### src/rtl/aes_key_sched_pkg.sv
`default_nettype none
// ============================================================================
//  Module      : aes_key_sched_pkg
//  Description : Shared types, tables and byte/word helpers for the AES
//                key schedule (AES-128/192/256).
//  Contents    : key_max_t, key_mode_e, NK_TBL, NR_TBL, xtime(), rot_word()
//  Revision    : 1.0 - initial release
// ============================================================================
package aes_key_sched_pkg;

    // Widest cipher key any build of the schedule can carry
    typedef logic [255:0] key_max_t;

    typedef enum logic [1:0] {
        K128 = 2'b00,
        K192 = 2'b01,
        K256 = 2'b10,
        KRSV = 2'b11
    } key_mode_e;

    // Indexed by key_mode; a zero entry marks the reserved encoding
    localparam logic [3:0][3:0] NK_TBL = {4'd0, 4'd8, 4'd6, 4'd4};
    localparam logic [3:0][3:0] NR_TBL = {4'd0, 4'd14, 4'd12, 4'd10};

    // Multiply by x in GF(2^8) modulo x^8+x^4+x^3+x+1
    function automatic logic [7:0] xtime(input logic [7:0] b);
        return {b[6:0], 1'b0} ^ (b[7] ? 8'h1b : 8'h00);
    endfunction

    // Cyclic left rotation by one byte
    function automatic logic [31:0] rot_word(input logic [31:0] w);
        return {w[23:0], w[31:24]};
    endfunction

endpackage
`default_nettype wire

### src/rtl/aes_key_sched_if.sv
`default_nettype none
// ============================================================================
//  Module      : aes_key_sched_if
//  Description : Round-key delivery bus (valid/ready) from the key schedule
//                to the cipher datapath.
//  Signals     : rk_o     - 128-bit round key {w[4r]..w[4r+3]}
//                rk_idx   - round number r
//                rk_valid - rk_o/rk_idx valid
//                rk_ready - consumer accepts on rk_valid & rk_ready
//  Modports    : master (key schedule), slave (consumer)
//  Revision    : 1.0 - initial release
// ============================================================================
interface aes_key_sched_if #(
    parameter int RND_IDX_W = 4
) ();
    logic [127:0]          rk_o;
    logic [RND_IDX_W-1:0]  rk_idx;
    logic                  rk_valid;
    logic                  rk_ready;

    modport master (output rk_o, output rk_idx, output rk_valid, input rk_ready);
    modport slave  (input rk_o, input rk_idx, input rk_valid, output rk_ready);
endinterface
`default_nettype wire

### src/rtl/aes_key_sched_key_word.sv
`default_nettype none
// ============================================================================
//  Module      : aes_key_word
//  Description : Combinational key-expansion step for one schedule word
//                (i >= Nk). Chooses the S-box operand and forms
//                w[i] = w[i-Nk] ^ t.
//  Ports       : w_prev - w[i-1]          w_nk  - w[i-Nk]
//                sub_i  - SubWord(sub_o)  rcon  - current round constant
//                pos    - i mod Nk        nk    - 4, 6 or 8
//                sub_o  - S-box operand (0 when unused)
//                w_new  - w[i]
//  Revision    : 1.0 - initial release
// ============================================================================
module aes_key_word
    import aes_key_sched_pkg::*;
(
    input  wire logic [31:0] w_prev,
    input  wire logic [31:0] w_nk,
    input  wire logic [31:0] sub_i,
    input  wire logic [7:0]  rcon,
    input  wire logic [2:0]  pos,
    input  wire logic [3:0]  nk,
    output logic      [31:0] sub_o,
    output logic      [31:0] w_new
);

    logic [31:0] w_t;

    always_comb begin
        sub_o = '0;
        w_t   = w_prev;
        if (pos == 3'd0) begin
            sub_o = rot_word(w_prev);
            w_t   = sub_i ^ {rcon, 24'h000000};
        end else if ((nk == 4'd8) && (pos == 3'd4)) begin
            // AES-256 only: extra SubWord half-way through each group
            sub_o = w_prev;
            w_t   = sub_i;
        end
        w_new = w_nk ^ w_t;
    end

endmodule
`default_nettype wire

### src/rtl/aes_key_sched.sv
`default_nettype none
// ============================================================================
//  Module      : aes_key_sched
//  Description : AES-128/192/256 key schedule. Produces one schedule word
//                per cycle, groups them four at a time into round keys and
//                hands them out over a valid/ready bus. SubWord is done by
//                an external shared S-box.
//  Ports       : clk, nrst (async, active-low), en (global enable)
//                start, key_mode, key_i  - operation request (IDLE only)
//                sub_o / sub_i           - external S-box word out / back
//                rk_bus (master)         - round key, index, valid/ready
//                busy                    - operation in progress
//                cfg_err                 - pulse on illegal/unsupported mode
//  Revision    : 1.0 - initial release
// ============================================================================
module aes_key_sched
    import aes_key_sched_pkg::*;
#(
    parameter int MAX_KEY_BITS = 256,
    parameter int RND_IDX_W    = 4
) (
    input  wire logic                    clk,
    input  wire logic                    nrst,
    input  wire logic                    en,
    input  wire logic                    start,
    input  wire logic [1:0]              key_mode,
    input  wire logic [MAX_KEY_BITS-1:0] key_i,
    output logic      [31:0]             sub_o,
    input  wire logic [31:0]             sub_i,
    aes_key_sched_if.master              rk_bus,
    output logic                         busy,
    output logic                         cfg_err
);

    localparam int         WIN_W  = MAX_KEY_BITS;
    localparam logic [3:0] NK_MAX = 4'(MAX_KEY_BITS / 32);

    localparam logic [0:0] S_IDLE   = 1'b0;
    localparam logic [0:0] S_EXPAND = 1'b1;

    logic [0:0]           r_state;
    // Word 0 (LSBs) is w[i-1], word k is w[i-1-k]; w[i-Nk] sits at word Nk-1
    logic [WIN_W-1:0]     r_win;
    logic [3:0]           r_nk;
    logic [3:0]           r_nr;
    logic [2:0]           r_pos;      // i mod Nk
    logic [5:0]           r_wcnt;     // i
    logic [1:0]           r_scnt;     // words held in staging
    logic [95:0]          r_stg;
    logic [7:0]           r_rcon;
    logic [RND_IDX_W-1:0] r_round;    // next round number to publish
    logic [127:0]         r_rk;
    logic [RND_IDX_W-1:0] r_rk_idx;
    logic                 r_rk_valid;
    logic                 r_cfg_err;

    key_mode_e            w_mode;
    logic [3:0]           w_mode_nk;
    logic [3:0]           w_mode_nr;
    logic                 w_mode_ok;
    logic [WIN_W-1:0]     w_win_load;
    logic [5:0]           w_total;
    logic                 w_running;
    logic                 w_stall;
    logic                 w_gen;
    logic                 w_accept;
    logic                 w_in_key;
    logic [31:0]          w_prev;
    logic [31:0]          w_nk_word;
    logic [31:0]          w_sub_step;
    logic [31:0]          w_new_step;
    logic [31:0]          w_new;
    logic                 w_last_rk;

    assign w_mode    = key_mode_e'(key_mode);
    assign w_mode_nk = NK_TBL[key_mode];
    assign w_mode_nr = NR_TBL[key_mode];
    assign w_mode_ok = (w_mode != KRSV) && (w_mode_nk <= NK_MAX);

    // Place key word 0 at window word Nk-1 and key word Nk-1 at word 0, so
    // the first Nk cycles simply pass w[i-Nk] through as the key words.
    assign w_win_load = key_i >> {NK_MAX - w_mode_nk, 5'b00000};

    assign w_total   = {r_nr + 4'd1, 2'b00};
    assign w_running = (r_state == S_EXPAND) && (r_wcnt < w_total);
    assign w_stall   = r_rk_valid && !rk_bus.rk_ready;
    assign w_gen     = en && w_running && !w_stall;
    assign w_accept  = en && r_rk_valid && rk_bus.rk_ready;
    assign w_in_key  = r_wcnt < {2'b00, r_nk};
    assign w_last_rk = (r_rk_idx == RND_IDX_W'(r_nr));

    assign w_prev    = r_win[31:0];
    assign w_nk_word = 32'(r_win >> {r_nk - 4'd1, 5'b00000});

    aes_key_word u_key_word (
        .w_prev (w_prev),
        .w_nk   (w_nk_word),
        .sub_i  (sub_i),
        .rcon   (r_rcon),
        .pos    (r_pos),
        .nk     (r_nk),
        .sub_o  (w_sub_step),
        .w_new  (w_new_step)
    );

    assign w_new = w_in_key ? w_nk_word : w_new_step;
    // Derived only from state, so it holds through stalls and en=0
    assign sub_o = (w_running && !w_in_key) ? w_sub_step : 32'h0;

    always_ff @(posedge clk or negedge nrst) begin
        if (!nrst) begin
            r_state    <= S_IDLE;
            r_win      <= '0;
            r_nk       <= '0;
            r_nr       <= '0;
            r_pos      <= '0;
            r_wcnt     <= '0;
            r_scnt     <= '0;
            r_stg      <= '0;
            r_rcon     <= 8'h01;
            r_round    <= '0;
            r_rk       <= '0;
            r_rk_idx   <= '0;
            r_rk_valid <= 1'b0;
            r_cfg_err  <= 1'b0;
        end else if (en) begin
            r_cfg_err <= 1'b0;
            case (r_state)
                S_IDLE: begin
                    if (start) begin
                        if (w_mode_ok) begin
                            r_state <= S_EXPAND;
                            r_win   <= w_win_load;
                            r_nk    <= w_mode_nk;
                            r_nr    <= w_mode_nr;
                            r_pos   <= '0;
                            r_wcnt  <= '0;
                            r_scnt  <= '0;
                            r_stg   <= '0;
                            r_rcon  <= 8'h01;
                            r_round <= '0;
                        end else begin
                            r_cfg_err <= 1'b1;
                        end
                    end
                end
                S_EXPAND: begin
                    if (w_gen) begin
                        r_win  <= {r_win[WIN_W-33:0], w_new};
                        r_wcnt <= r_wcnt + 6'd1;
                        r_pos  <= (r_pos == 3'(r_nk - 4'd1)) ? 3'd0 : r_pos + 3'd1;
                        if (!w_in_key && (r_pos == 3'd0))
                            r_rcon <= xtime(r_rcon);
                        if (r_scnt == 2'd3) begin
                            r_rk     <= {r_stg, w_new};
                            r_rk_idx <= r_round;
                            r_round  <= r_round + 1'b1;
                            r_scnt   <= 2'd0;
                            r_stg    <= '0;
                        end else begin
                            r_stg  <= {r_stg[63:0], w_new};
                            r_scnt <= r_scnt + 2'd1;
                        end
                    end

                    if (w_gen && (r_scnt == 2'd3))
                        r_rk_valid <= 1'b1;
                    else if (w_accept)
                        r_rk_valid <= 1'b0;

                    if (w_accept && w_last_rk)
                        r_state <= S_IDLE;
                end
                default: r_state <= S_IDLE;
            endcase
        end
    end

    assign rk_bus.rk_o     = r_rk;
    assign rk_bus.rk_idx   = r_rk_idx;
    assign rk_bus.rk_valid = r_rk_valid;
    assign busy            = (r_state == S_EXPAND);
    assign cfg_err         = r_cfg_err;

endmodule
`default_nettype wire

### src/flat_wrapper.sv
// flat-port wrapper written by rule: the top's interface ports become plain ports
module aes_key_sched_flat import aes_key_sched_pkg::*;
#(
    parameter int MAX_KEY_BITS = 256,
    parameter int RND_IDX_W    = 4
)
  (clk, nrst, en, start, key_mode, key_i, sub_o, sub_i, busy, cfg_err, rk_bus_rk_o, rk_bus_rk_idx, rk_bus_rk_valid, rk_bus_rk_ready);
  aes_key_sched_if #(.RND_IDX_W(RND_IDX_W)) rk_bus_i ();
  input  wire logic clk;
  input  wire logic nrst;
  input  wire logic en;
  input  wire logic start;
  input  wire logic [1:0] key_mode;
  input  wire logic [MAX_KEY_BITS-1:0] key_i;
  output logic      [31:0] sub_o;
  input  wire logic [31:0] sub_i;
  output logic busy;
  output logic cfg_err;
  output wire logic [$bits(rk_bus_i.rk_o)-1:0] rk_bus_rk_o;
  output wire logic [$bits(rk_bus_i.rk_idx)-1:0] rk_bus_rk_idx;
  output wire logic [$bits(rk_bus_i.rk_valid)-1:0] rk_bus_rk_valid;
  input wire logic [$bits(rk_bus_i.rk_ready)-1:0] rk_bus_rk_ready;
  assign rk_bus_rk_o = rk_bus_i.rk_o;
  assign rk_bus_rk_idx = rk_bus_i.rk_idx;
  assign rk_bus_rk_valid = rk_bus_i.rk_valid;
  assign rk_bus_i.rk_ready = rk_bus_rk_ready;
  aes_key_sched #(.MAX_KEY_BITS(MAX_KEY_BITS), .RND_IDX_W(RND_IDX_W)) u_core (.clk(clk), .nrst(nrst), .en(en), .start(start), .key_mode(key_mode), .key_i(key_i), .sub_o(sub_o), .sub_i(sub_i), .rk_bus(rk_bus_i), .busy(busy), .cfg_err(cfg_err));
endmodule
### config.mk
export PLATFORM = sky130hd
export DESIGN_NAME = aes_key_sched_flat
export DESIGN_NICKNAME = d
export VERILOG_FILES = /design/src/rtl/aes_key_sched_pkg.sv /design/src/rtl/aes_key_sched_if.sv /design/src/rtl/aes_key_sched_key_word.sv /design/src/rtl/aes_key_sched.sv /design/src/flat_wrapper.sv
export SDC_FILE = /design/constraint.sdc
export NUM_CORES = 1
export LEC_CHECK = 0
export CAP_MARGIN = 15
export CORE_MARGIN = 2
export CORE_UTILIZATION = 40
export DETAILED_ROUTE_END_ITERATION = 10
export RECOVER_POWER = 100
export SLEW_MARGIN = 20
export SYNTH_ARGS = -nofsm -noshare
export SYNTH_HDL_FRONTEND = slang
export SYNTH_SLANG_ARGS = --single-unit
### constraint.sdc
create_clock -name clk -period 3.93 [get_ports clk]
set_clock_uncertainty 0.1 [all_clocks]
set_input_delay 0.9825 -clock clk [delete_from_list [all_inputs] [get_ports clk]]
set_output_delay 0.9825 -clock clk [all_outputs]
set_load 0.05 [all_outputs]
-- After elaboration in Yosys (flattened, before gate mapping)
Index checks and enable logic that the tools add are counted.
Widths: inputs -> output; s select.
- register bits after elaboration: 518
- logic and storage cells: 118
- add/subtract/negate cells: 7
- magnitude comparators: 4
- equality and inequality tests: 11
- shift operators: 2
- muxes and demuxes: 53
- bitwise logic cells: 4
- reduce and logical (&&, ||, !) cells: 23
- operators by type and width (cell ; count):
    $mux 256 ; 3
    $pmux 256 s2 ; 1
    $mux 96 ; 4
    $shr 256x9->256 ; 1
    $shr 256x9->32 ; 1
    $mux 32 ; 6
    $pmux 96 s2 ; 1
    $xor 32x32->32 ; 2
    $mux 8 ; 4
    $mux 4 ; 6
    $mux 6 ; 3
    $bmux 4 s2 ; 2
    $pmux 8 s2 ; 1
    $logic_and 1x1->1 ; 12
    $mux 3 ; 4
    $pmux 6 s2 ; 1
    $reduce_and 4->1 ; 3
    $ne 2x2->1 const B ; 5
    $reduce_and 5->1 ; 2
    $add 4x1->4 const B ; 2
    $mux 1 ; 8
    $mux 2 ; 4
    $pmux 4 s2 ; 1
    $xor 8x8->8 ; 1
    24 further kinds ; 26

-- Logic depth before layout (Yosys ltp)
- depth in word-level cells: 9
- mapped depth: 13
- mapped depth without buffers: 8

-- Hierarchy
Synthesis repeated with hierarchy kept, for this count alone.
- cell total of the unflattened synthesis: 2558
- area, all modules: 28670.0 sq um
- modules (own cells, without submodules) (module ; times used ; cells an instance ; area an instance (sq um) ; sequential area each (sq um)):
    aes_key_sched ; 1 ; 2424 ; 27508.9 ; 12913.6
    aes_key_word ; 1 ; 134 ; 1161.1 ; 0.0

-- Least setup slack after synthesis
Ideal clock, no wire load.
- path type: register to output
- start point: reg u_core.r_nk[1]
- end point: out sub_o[0]
- arrival: 2.611 ns
- data required time: 2.848 ns
- path slack: 0.237 ns
- stages on the path, launching flop included: 13
- cell sequence: dfrtp_1 > buf_6 > buf_4 > inv_1 > ha_1 > buf_4 > and2_4 > buf_6 > o21a_4 > buf_6 > nand2_1 > buf_2 > a21oi_1
- longest elaborated chain between the ends: 5
- elaborated cells on any way between the ends: 8
- those cells by class: order compare (1); eq/ne (1); mux (3); reduce/logical (3)
- ends and longest elaborated chain (item ; line ; source):
    start: declaration ; aes_key_sched.sv:44 ; logic [3:0] r_nk;
    start signal: assignment ; aes_key_sched.sv:134 ; r_nk <= w_mode_nk;
    branches (longest 4 deep; another with $lt 6x4->1) ; -- ;
    $mux 32 (*) ; aes_key_sched.sv:108 ; assign sub_o = (w_running && !w_in_key) ? w_sub_step : 32'h0;
    end: declaration ; flat_wrapper.sv:15 ; output logic [31:0] sub_o;
Every way passes the cells marked *.

-- Worst setup path after layout
- start point: reg u_core.r_nk[3]
- end point: out sub_o[24]
The elaborated chain is that of the path after synthesis.

==> impl_metrics.toml <==
[timing]
drv_slew = 84
fmax_ghz = 0.258
fin_setup_tns_ps = 0
rsz0062_at_grt = "yes"
hold_slack_ps = 389
worst_pin_slew_ps = 2360
finalHoldViolations = 0
final.min_clock_period_ps = 3880
timing.slew.headroom = -0.574
setup_viol = 0
fin_crit_sh = 0.986
layout_setup_ws_ps = 53.7

[setup_path]
crit_required_ps = 2850
regToRegStartpoint = "u_core.r_wcnt[3]$_DFFE_PN0P_"
slowest_stage = "a21oi_1"
worstSetupPathType = "reg2out"
endpoint_kind = "output pin"
timing.critical_path.slowest_cell_delay_ps = 390
crit_buf_inv = 5
critPathLaunchType = "flip-flop"
critPathTopFamily = "buffers and inverters"
crit_path_max_fanout = 19
startpoint = "u_core.r_nk[3]$_DFFE_PN0P_"
path_cells = "buf_4 -> inv_1 -> ha_1 -> inv_1 -> o21a_2 -> nor2_2 -> nand2_1 -> buf_4 -> a21oi_1 -> buf_12"
worstPathArrival_ps = 2790

[logic_synthesis]
ys_seq_area_frac = 0.479
yosysMostFrequentCell = "dfrtp_1"
synthesis.nets = 3013
ys_warn_count = 0
ys_types = 51
yosysTopAreaCellShare = 0.478
ys_top_cells_by_area = "dfrtp_1 48%, mux2_2 6.6%, mux2i_1 6.2%"
ys_top_cells_by_count = "515 x dfrtp_1, 394 x nand2_1, 316 x a21oi_1"
ys.flop_type = "dfrtp_1"
syn_avg_cell_area_um2 = 9.98
synthCells = 2701
synthArstFlopShare = 1.00
synth.cell_area_um2 = 27000
synth_edf_count = 0
synth_top_cell_by_area = "dfrtp_1"
ys_seq_elements = 516

[die]
die-area_um2 = 69500
dieHeight_um = 264
row_count = 95
io_pins = 462
die_x_um = 264
core_area_um2 = 66900
initial_utilization = 0.403

[power_and_ir_drop]
p_total_uw = 29200
power_density_nw_per_um2 = 846
p_leak_uw = 0.0150
vdd_drop_max_mv = 0.611

[detailed_routing]
postRouteAntennaNets = 0
vias = 23100
via_per_inst = 5.78
drt-pass1-iter-count = 6
avgRoutedWirePerCell_um = 24.1
drt_wl_total_um = 96300
first_iter_violations = 2292
drc = 0

[final_layout]
nNetsFinal = 3375
drive_above_1_share = 0.139
stdcell_count = 4003
synthToLayoutAreaGrowth_pct = 27.9

[status]
violations = "max-capacitance violations, max-slew violations"
outcome = "finished, violations left"

[clock_network]
htreeDepth = 2
cts_root_buf = "clkbuf_16"
cts_tree = "built"
clock-sinks = 516
path_clk_slew_ps = 60
cts_hold_buffers = 0
clk_path_buf_depth = 3
cts-buffers-inserted = 56
clk_latency_ps = 610

[place]
port_buffers = 461
dp.cells = 3877
routabilityCongestion = 0.913
dp_hpwl_um = 66200
dp_slack_ps = 273

[hold_path]
min_from = "u_core.r_scnt[1]$_DFFE_PN0P_"
hold_class = "reg2reg"

[global_route]
grt_pass1_vias = 22800
grt_pass1_wl_um = 144000
antenna_found_initial = 32
grt_max_degree = 222
grt.total_usage = 0.272
grt.overflow.total = 0

[flow_run]
cap_violations = 1
==> stage by stage <==
stage          cell area [µm²]  utilization
5_1_grt                  34500        0.515
2_1_floorplan            27000            -
3_5_place_dp             32900        0.492
4_1_cts                  34800        0.520
6_report                 34500        0.515
3_3_place_gp             32900        0.492
==> area by class of cell <==
type                       instances  area, µm²
inverter                          32        120
sequential                       516      12900
multi-input combinational       1913      12900
fill                            5939      32400
timing repair buffer             544       5560
clock inverter                    26        290
tap                              873       1090
clock buffer                      78       1560
antenna                           21       52.6
==> worst paths after layout <==
| kind | depth (start not counted) | slack [ps] | endpoint |
|---|---|---|---|
| max | 10 | 50 | sub_o[24] |
| min | 2 | 390 | u_core.r_scnt[1]$_DFFE_PN0P_ |
| max reg2reg | 8 | 320 | u_core.rk_bus.rk_o[27]$_DFFE_PN0P_ |
| min reg2reg | 2 | 390 | u_core.r_scnt[1]$_DFFE_PN0P_ |
| max in group asynchronous | 2 | 480 | u_core.r_win[216]$_DFFE_PN0P_ |
| min in group asynchronous | 1 | 970 | u_core.rk_bus.rk_o[121]$_DFFE_PN0P_ |
==> per-layer routing <==
layer | global-route usage | up-vias | wire length [µm]
met2 | 0.395 | 1026 | 42100
li1 | - | 10500 | -
met1 | 0.379 | 11500 | 42000
met4 | 0.104 | 22 | 3150
met5 | 0 | - | 138
met3 | 0.0829 | 192 | 8980
==> power breakdown <==
part           leakage, µW  total, µW  switching (µW)  internal [µW]
clock             0.000903       5360            2250           3110
sequential         0.00639       9490            1900           7590
combinational      0.00769      14300            8950           5350
total               0.0150      29200           13100          16100
==> cells in the final DEF, fill, tap and decap left out, drive strengths merged, types with 2 or more instances in the layout <==
cell type      instances
or3                    2
a22o                  97
nand3                  9
mux2i                166
xnor2                 27
o21a                   2
diode                 21
ha                    17
o2111a                24
clkinv                13
a21oi                330
a22oi                128
clkdlybuf4s50        291
nand4b                 2
mux4                  32
clkinvlp               5
and3                   5
dfrtp                515
nand2                395
o22ai                 31
o21ai                123
dlygate4sd3          137
nor2b                 11
a211oi                 8
nor2                 241
bufinv                 5
buf                   75
a32oi                  9
xor2                  27
nor3                   2
nand4                 26
inv                   35
clkbuf               119
mux2                 158
a221o                 32
==> kinds of logic (layout without fill, tap and decap cells) <==
group | Yosys count | in the layout | synth area share
AO/OA/AOI/OAI | 789 | 789 | 0.190
AND/OR/NAND/NOR | 697 | 697 | 0.104
flip-flops | 516 | 516 | 0.479
multiplexers | 356 | 356 | 0.154
buffers and inverters | 272 | 680 | 0.0472
XOR/XNOR | 54 | 54 | 0.0175
adder cells (fa/ha/maj) | 17 | 17 | 0.00789
other | 0 | 21 | 0
==> sequential cells by signal, summed over array words and instances (netlist names) <==
| register | flops |
|---|---|
| u_core.rk_bus.rk_valid | 1 |
| u_core.r_round | 4 |
| u_core.r_rcon | 8 |
| u_core.r_wcnt | 6 |
| u_core.cfg_err | 1 |
| u_core.r_win | 256 |
| u_core.r_scnt | 2 |
| u_core.r_stg | 96 |
| u_core.r_pos | 3 |
| u_core.r_nk | 3 |
| u_core.busy | 1 |
| u_core.rk_bus.rk_o | 128 |
| u_core.r_nr | 3 |
| u_core.rk_bus.rk_idx | 4 |
==> worst min-delay path: stages (launching register included) <==
cell and delay, ps:
dfrtp_1 350, nand2_1 50, nand2_1 50
==> repair_timing <==
action,4_1_cts,5_1_grt
setup buffers,0,1
cloned,0,0
pin swaps,0,1
setup endpoints to repair,8,26
gates resized for setup,8,9
No activity file was read; power rests on OpenSTA's default activity.
